[config.mk]
export PLATFORM = sky130hd
export DESIGN_NAME = sensor_poll_scheduler
export DESIGN_NICKNAME = d
export VERILOG_FILES = /design/src/rtl/sensor_poll_scheduler.sv
export SDC_FILE = /design/constraint.sdc
export NUM_CORES = 1
export LEC_CHECK = 0
export ABC_CLOCK_PERIOD_IN_PS = 6300
export CORE_ASPECT_RATIO = 0.5
export CORE_MARGIN = 10
export CORE_UTILIZATION = 61
export CTS_BUF_LIST = sky130_fd_sc_hd__clkbuf_4
export DETAILED_ROUTE_END_ITERATION = 12
export DONT_BUFFER_PORTS = 1
export HOLD_SLACK_MARGIN = 0.03
export PLACE_DENSITY_LB_ADDON = 0.08
export SYNTH_ARGS = -nofsm -noshare
export SYNTH_HDL_FRONTEND = slang
export SYNTH_SLANG_ARGS = --single-unit
[constraint.sdc]
create_clock -name clk -period 6.3 [get_ports clk]
set_input_delay 0 -clock clk [delete_from_list [all_inputs] [get_ports clk]]
set_output_delay 0 -clock clk [all_outputs]
set_load 0.01 [all_outputs]
[src/rtl/sensor_poll_scheduler.sv]
// Sensor poll scheduler: host command decoding, round-robin continuous reads and a hold-off after each sensor read.
// Optional macro SCHED_TIMEOUT_EN adds a sensor_done watchdog in WAIT.
module sensor_poll_scheduler #(
  parameter int NUM_SENSORS    = 32,
  parameter int ADDR_W         = 5,
  parameter int START_CYCLES   = 10,
  parameter int HOLDOFF_CYCLES = 19200,
  parameter int TIMEOUT_CYCLES = 65535
) (
  input  logic                   clk,
  input  logic                   rst,
  input  logic                   cmd_valid,
  input  logic [7:0]             cmd_code,
  input  logic [7:0]             cmd_addr,
  output logic                   cmd_ready,
  output logic [ADDR_W-1:0]      sensor_sel,
  output logic                   sensor_start,
  input  logic                   sensor_done,
  input  logic                   sensor_error,
  input  logic [7:0]             temp_int,
  input  logic [7:0]             hum_int,
  output logic                   tx_valid,
  input  logic                   tx_ready,
  output logic [7:0]             tx_cmd,
  output logic [7:0]             tx_addr,
  output logic [7:0]             tx_value,
  output logic [NUM_SENSORS-1:0] cont_temp,
  output logic [NUM_SENSORS-1:0] cont_hum
);

  localparam logic [2:0] S_SCAN   = 3'd0;
  localparam logic [2:0] S_ACCEPT = 3'd1;
  localparam logic [2:0] S_START  = 3'd2;
  localparam logic [2:0] S_WAIT   = 3'd3;
  localparam logic [2:0] S_SEND   = 3'd4;
  localparam logic [2:0] S_HOLD   = 3'd5;

  // Read kind equals the low bits of the host read codes 0x00..0x02.
  localparam logic [1:0] K_STATUS = 2'd0;
  localparam logic [1:0] K_TEMP   = 2'd1;
  localparam logic [1:0] K_HUM    = 2'd2;

  logic [2:0]             state_q, state_d;
  logic [ADDR_W-1:0]      idx_q, idx_d, sel_q, sel_d;
  logic                   phase_q, phase_d;
  logic [NUM_SENSORS-1:0] ctemp_q, ctemp_d, chum_q, chum_d;
  logic [31:0]            cnt_q, cnt_d;
  logic [1:0]             kind_q, kind_d;
  logic                   read_q, read_d, start_q, start_d, ready_q, ready_d, txv_q, txv_d;
  logic [7:0]             txc_q, txc_d, txa_q, txa_d, txval_q, txval_d;
  logic [ADDR_W-1:0]      idx_next_s, addr_s;
  logic                   map_bit_s, addr_ok_s;

  assign idx_next_s = (idx_q == ADDR_W'(NUM_SENSORS - 1)) ? {ADDR_W{1'b0}} : idx_q + ADDR_W'(1);
  assign map_bit_s  = phase_q ? chum_q[idx_q] : ctemp_q[idx_q];
  assign addr_ok_s  = ({24'd0, cmd_addr} < 32'(NUM_SENSORS));
  assign addr_s     = cmd_addr[ADDR_W-1:0];

  // Next-state and response computation for the scheduler FSM.
  always_comb begin
    state_d = state_q;  idx_d = idx_q;    phase_d = phase_q; sel_d = sel_q;
    ctemp_d = ctemp_q;  chum_d = chum_q;  cnt_d = cnt_q;     kind_d = kind_q;
    read_d  = read_q;   start_d = start_q; ready_d = 1'b0;   txv_d = txv_q;
    txc_d   = txc_q;    txa_d = txa_q;    txval_d = txval_q;
    case (state_q)
      S_SCAN: begin
        if (cmd_valid) begin
          ready_d = 1'b1;
          state_d = S_ACCEPT;
        end else begin
          if (phase_q) begin
            phase_d = 1'b0;
            idx_d   = idx_next_s;
          end else begin
            phase_d = 1'b1;
          end
          if (map_bit_s) begin
            sel_d   = idx_q;
            kind_d  = phase_q ? K_HUM : K_TEMP;
            start_d = 1'b1;
            cnt_d   = 32'd0;
            read_d  = 1'b1;
            state_d = S_START;
          end else begin
            state_d = S_SCAN;
          end
        end
      end
      S_ACCEPT: begin
        txa_d   = cmd_addr;
        txval_d = 8'h00;
        txv_d   = 1'b1;
        read_d  = 1'b0;
        state_d = S_SEND;
        if (!addr_ok_s) begin
          txc_d = 8'hFE;
        end else begin
          case (cmd_code)
            8'h00, 8'h01, 8'h02: begin
              txv_d   = 1'b0;
              sel_d   = addr_s;
              kind_d  = cmd_code[1:0];
              start_d = 1'b1;
              cnt_d   = 32'd0;
              read_d  = 1'b1;
              state_d = S_START;
            end
            8'h03:   begin ctemp_d[addr_s] = 1'b1; txc_d = 8'h0C; end
            8'h04:   begin chum_d[addr_s]  = 1'b1; txc_d = 8'h0D; end
            8'h05:   begin ctemp_d[addr_s] = 1'b0; txc_d = 8'h0A; end
            8'h06:   begin chum_d[addr_s]  = 1'b0; txc_d = 8'h0B; end
            default: txc_d = 8'hFF;
          endcase
        end
      end
      S_START: begin
        if ((cnt_q + 32'd1) >= 32'(START_CYCLES)) begin
          start_d = 1'b0;
          cnt_d   = 32'd0;
          state_d = S_WAIT;
        end else begin
          cnt_d = cnt_q + 32'd1;
        end
      end
      S_WAIT: begin
        if (sensor_done) begin
          txv_d   = 1'b1;
          txa_d   = 8'(sel_q);
          state_d = S_SEND;
          if (sensor_error) begin
            txc_d   = 8'h1F;
            txval_d = 8'h00;
          end else begin
            case (kind_q)
              K_TEMP:  begin txc_d = 8'h09; txval_d = temp_int; end
              K_HUM:   begin txc_d = 8'h08; txval_d = hum_int;  end
              default: begin txc_d = 8'h07; txval_d = 8'h00;    end
            endcase
          end
`ifdef SCHED_TIMEOUT_EN
        end else if ((cnt_q + 32'd1) >= 32'(TIMEOUT_CYCLES)) begin
          txv_d   = 1'b1;
          txc_d   = 8'h1E;
          txa_d   = 8'(sel_q);
          txval_d = 8'h00;
          cnt_d   = 32'd0;
          state_d = S_SEND;
        end else begin
          cnt_d = cnt_q + 32'd1;
        end
`else
        // Waited-cycle count saturates; only the watchdog build acts on it.
        end else if ((cnt_q + 32'd1) < 32'(TIMEOUT_CYCLES)) begin
          cnt_d = cnt_q + 32'd1;
        end else begin
          cnt_d = cnt_q;
        end
`endif
      end
      S_SEND: begin
        if (tx_ready) begin
          txv_d   = 1'b0;
          cnt_d   = 32'd0;
          state_d = read_q ? S_HOLD : S_SCAN;
        end else begin
          state_d = S_SEND;
        end
      end
      S_HOLD: begin
        if ((cnt_q + 32'd1) >= 32'(HOLDOFF_CYCLES)) begin
          cnt_d   = 32'd0;
          state_d = S_SCAN;
        end else begin
          cnt_d = cnt_q + 32'd1;
        end
      end
      default: state_d = S_SCAN;
    endcase
  end

  // State and output registers with synchronous reset.
  always_ff @(posedge clk) begin
    if (rst) begin
      state_q <= S_SCAN;  idx_q <= {ADDR_W{1'b0}}; phase_q <= 1'b0; sel_q <= {ADDR_W{1'b0}};
      ctemp_q <= {NUM_SENSORS{1'b0}}; chum_q <= {NUM_SENSORS{1'b0}};
      cnt_q   <= 32'd0;   kind_q <= K_STATUS; read_q <= 1'b0; start_q <= 1'b0;
      ready_q <= 1'b0;    txv_q <= 1'b0; txc_q <= 8'h00; txa_q <= 8'h00; txval_q <= 8'h00;
    end else begin
      state_q <= state_d; idx_q <= idx_d; phase_q <= phase_d; sel_q <= sel_d;
      ctemp_q <= ctemp_d; chum_q <= chum_d;
      cnt_q   <= cnt_d;   kind_q <= kind_d; read_q <= read_d; start_q <= start_d;
      ready_q <= ready_d; txv_q <= txv_d; txc_q <= txc_d; txa_q <= txa_d; txval_q <= txval_d;
    end
  end

  assign cmd_ready    = ready_q;
  assign sensor_sel   = sel_q;
  assign sensor_start = start_q;
  assign tx_valid     = txv_q;
  assign tx_cmd       = txc_q;
  assign tx_addr      = txa_q;
  assign tx_value     = txval_q;
  assign cont_temp    = ctemp_q;
  assign cont_hum     = chum_q;

endmodule

==> run metrics <==
Via density=about 6.6; DRT Pass-1 Iters=6; f_max=roughly 0.25 GHz; Post-Syn Nets=approximately 900; TritonCTS Buffers=17; DR WL/cell=around 21 um; leakage power=around 2.7 nW; Setup WS post-layout=between 2000 and 2500 ps; I/O pins=approximately 130; Max clock buf depth=2; mapped cell area=between 7000 and 8000 um^2; syn avg cell area=about 8.5 um^2; Post-Syn Instances=between 800 and 900; Reg2Reg Depth=8; All-Layer GR Usage=around 26%; port bufs=0; Pint=1.37 mW; fin util=between 60 and 70%; YS warnings=0; Placeable Area=between 10000 and 15000 um^2; share of layout cells above drive strength 1=8.11%; Die X=174 um; pin count of the biggest net entering global routing=~120; first-pass GRT wire length=between 30 and 40 mm; endpoints failing setup=0; CTS Hold Bufs=57; Post-synth EDFFs=0; Comb pwr share=23.8%; top cell type's share of synthesized area=a little under two fifths; Tightest Pin Transition=between 1000 and 1500 ps; status=finished clean; DRC=0; Rows=28; Final Cycle Share=between 60% and 70%; clock latency on the worst-skew pair=between 500 and 600 ps; clk sinks=around 140; Hold Fails Final Rpt=0; worst slack at placement=2610 ps; H-tree lvl count=4; Post-DRT Antenna Nets=0; CTS tree=done; Resize count post-CTS=0; initial antenna violation count=1; Critical Path Fanout Max=15; sequential area share after synthesis=approximately two fifths; Initial DRC Count=594; Vias=roughly 6900; Seq pwr share=between 40% and 50%; PD cells=272 nW/um^2; total wire length=~22 mm; Setup Skew=33.7 ps; Netlist cell types=70; NetSw=0.841 mW; share of async-settable or async-resettable flops after synthesis=0%; ranking of synthesized cells by area=dfxtp_1 38%, a211oi_1 7.5%, a21oi_1 6.2%; ys flop type=dfxtp_1; HPWL after detailed placement=~14 mm; setup TNS=0 ps; Die Ht=approximately 97 um; number of global-route vias before repair=approximately 6600; Placer Congestion=between 0.9 and 1; met3 usage=under 10%; Clock Tree Root=clkbuf_4; Req. time, crit path=approximately 6800 ps; crit start category=flip-flop; Starting Density=about three fifths; Reg clk slew, reported paths=approximately 160 ps; switching power share of the total=38.1%; Die ar.=16900 um^2; Overflow after GRT=0; Synth Register Bits=138; worst hold path type=primary input to flip-flop; slew margin rel.=a little under a third; Crit. End Element=flip-flop; Final #Nets=slightly above 900; Post-CTS Setup Bufs=0; Final min period=3930 ps; RSZ-0062 raised after global routing=false; Synth area leader=dfxtp_1; GRT busiest layer=met2; global-route track usage on met2=around 42%; worst vdd ir=roughly 160 uV; final slew viol count=0; WHS Path Cells=6; Layout area overhead=11.9%; MaxCap Viol Count=0; CP Class=flip-flop to flip-flop; met1 GRT Util=30.4%; WP data arrival=approximately 4500 ps; Clock power frac=between 20 and 30%
-- per-stage QoR --
step	area [um^2]	hold slack (ps)	total power, mW	instances
5_1_grt	8130	32.8	2.31	1042
4_1_cts	8130	30.2	2.19	1041
3_3_place_gp	7220	97.6	1.50	952
3_5_place_dp	7220	108	1.52	952
2_1_floorplan	7270	159	1.43	858
6_report	8130	49.2	2.21	1042
-- cell type report --
class	count	area, um^2
Clock inverter	14	181
Tap cell	165	206
Multi-Input combinational cell	629	4150
Clock buffer	18	135
Fill cell	927	3600
Inverter	13	48.8
Antenna cell	1	2.50
Timing Repair Buffer	64	641
Sequential cell	138	2760
-- cells in the mapped netlist, drive strengths merged, types with 13 or more instances --
| cell | count |
|---|---|
| o211ai | 13 |
| dfxtp | 138 |
| nor2 | 69 |
| a211oi | 74 |
| mux4 | 13 |
| and2 | 19 |
| clkbuf | 60 |
| nand2 | 66 |
| xnor2 | 15 |
| buf | 18 |
| nand3 | 23 |
| nor3 | 32 |
| nand4 | 21 |
| o21ai | 17 |
| a21oi | 91 |
-- worst paths after layout --
kind               startpoint   endpoint  slack, ps
hold / removal    cmd_code[2]  tx_cmd[0]         50
hold reg to reg     cnt_q[31]  cnt_q[31]        500
setup reg to reg   state_q[2]  flip-flop       2370
setup / recovery   state_q[2]  flip-flop       2370
-- power by group through the flow --
stage / combinational [mW] / sequential, mW / clock, mW
4_1_cts: 0.510 / 1.03 / 0.651
2_1_floorplan: 0.427 / 1.00 / 0
3_3_place_gp: 0.454 / 1.05 / 0
5_1_grt: 0.583 / 1.04 / 0.689
6_report: 0.526 / 1.03 / 0.650
3_5_place_dp: 0.465 / 1.05 / 0
-- critical path, stage by stage (launching register included) --
cell and delay, ps:
dfxtp_1 470, nor2_1 290, nand2_1 300, or3_1 540, nor3_1 790, a21oi_1 120, dlygate4sd3_1 600, a211oi_1 220
dlygate4sd3_1 580
-- layout by cell type, fill, tap and decap left out, types with 12 or more instances in the layout --
master,synthesis,layout
dfxtp_1,138,138
and2_1,19,19
nor3_1,31,29
a21oi_1,90,90
nor2_1,69,69
o21ai_0,14,13
nand2_1,66,66
dlygate4sd3_1,0,56
mux4_2,13,13
a211oi_1,73,73
nand3_1,23,23
o2111ai_1,12,12
inv_1,12,12
xnor2_1,15,15
nand4_1,19,19
clkbuf_4,0,18
-- cell families after synthesis --
kind of cell	synth area share [%]
buffers and inverters	5.06
AND/OR/NAND/NOR	21.7
AO/OA/AOI/OAI	25.9
flip-flops	38.0
XOR/XNOR	2.41
multiplexers	5.70
adder cells (fa/ha/maj)	1.20
-- metal layers --
| layer | share of wire (%) | routed length, um |
|---|---|---|
| met4 | 2.2 | 490 |
| met2 | 48 | 10800 |
| met3 | 9.9 | 2200 |
| met5 | 0 | 0 |
| met1 | 40 | 8810 |
(Power assumes the default switching activity.)
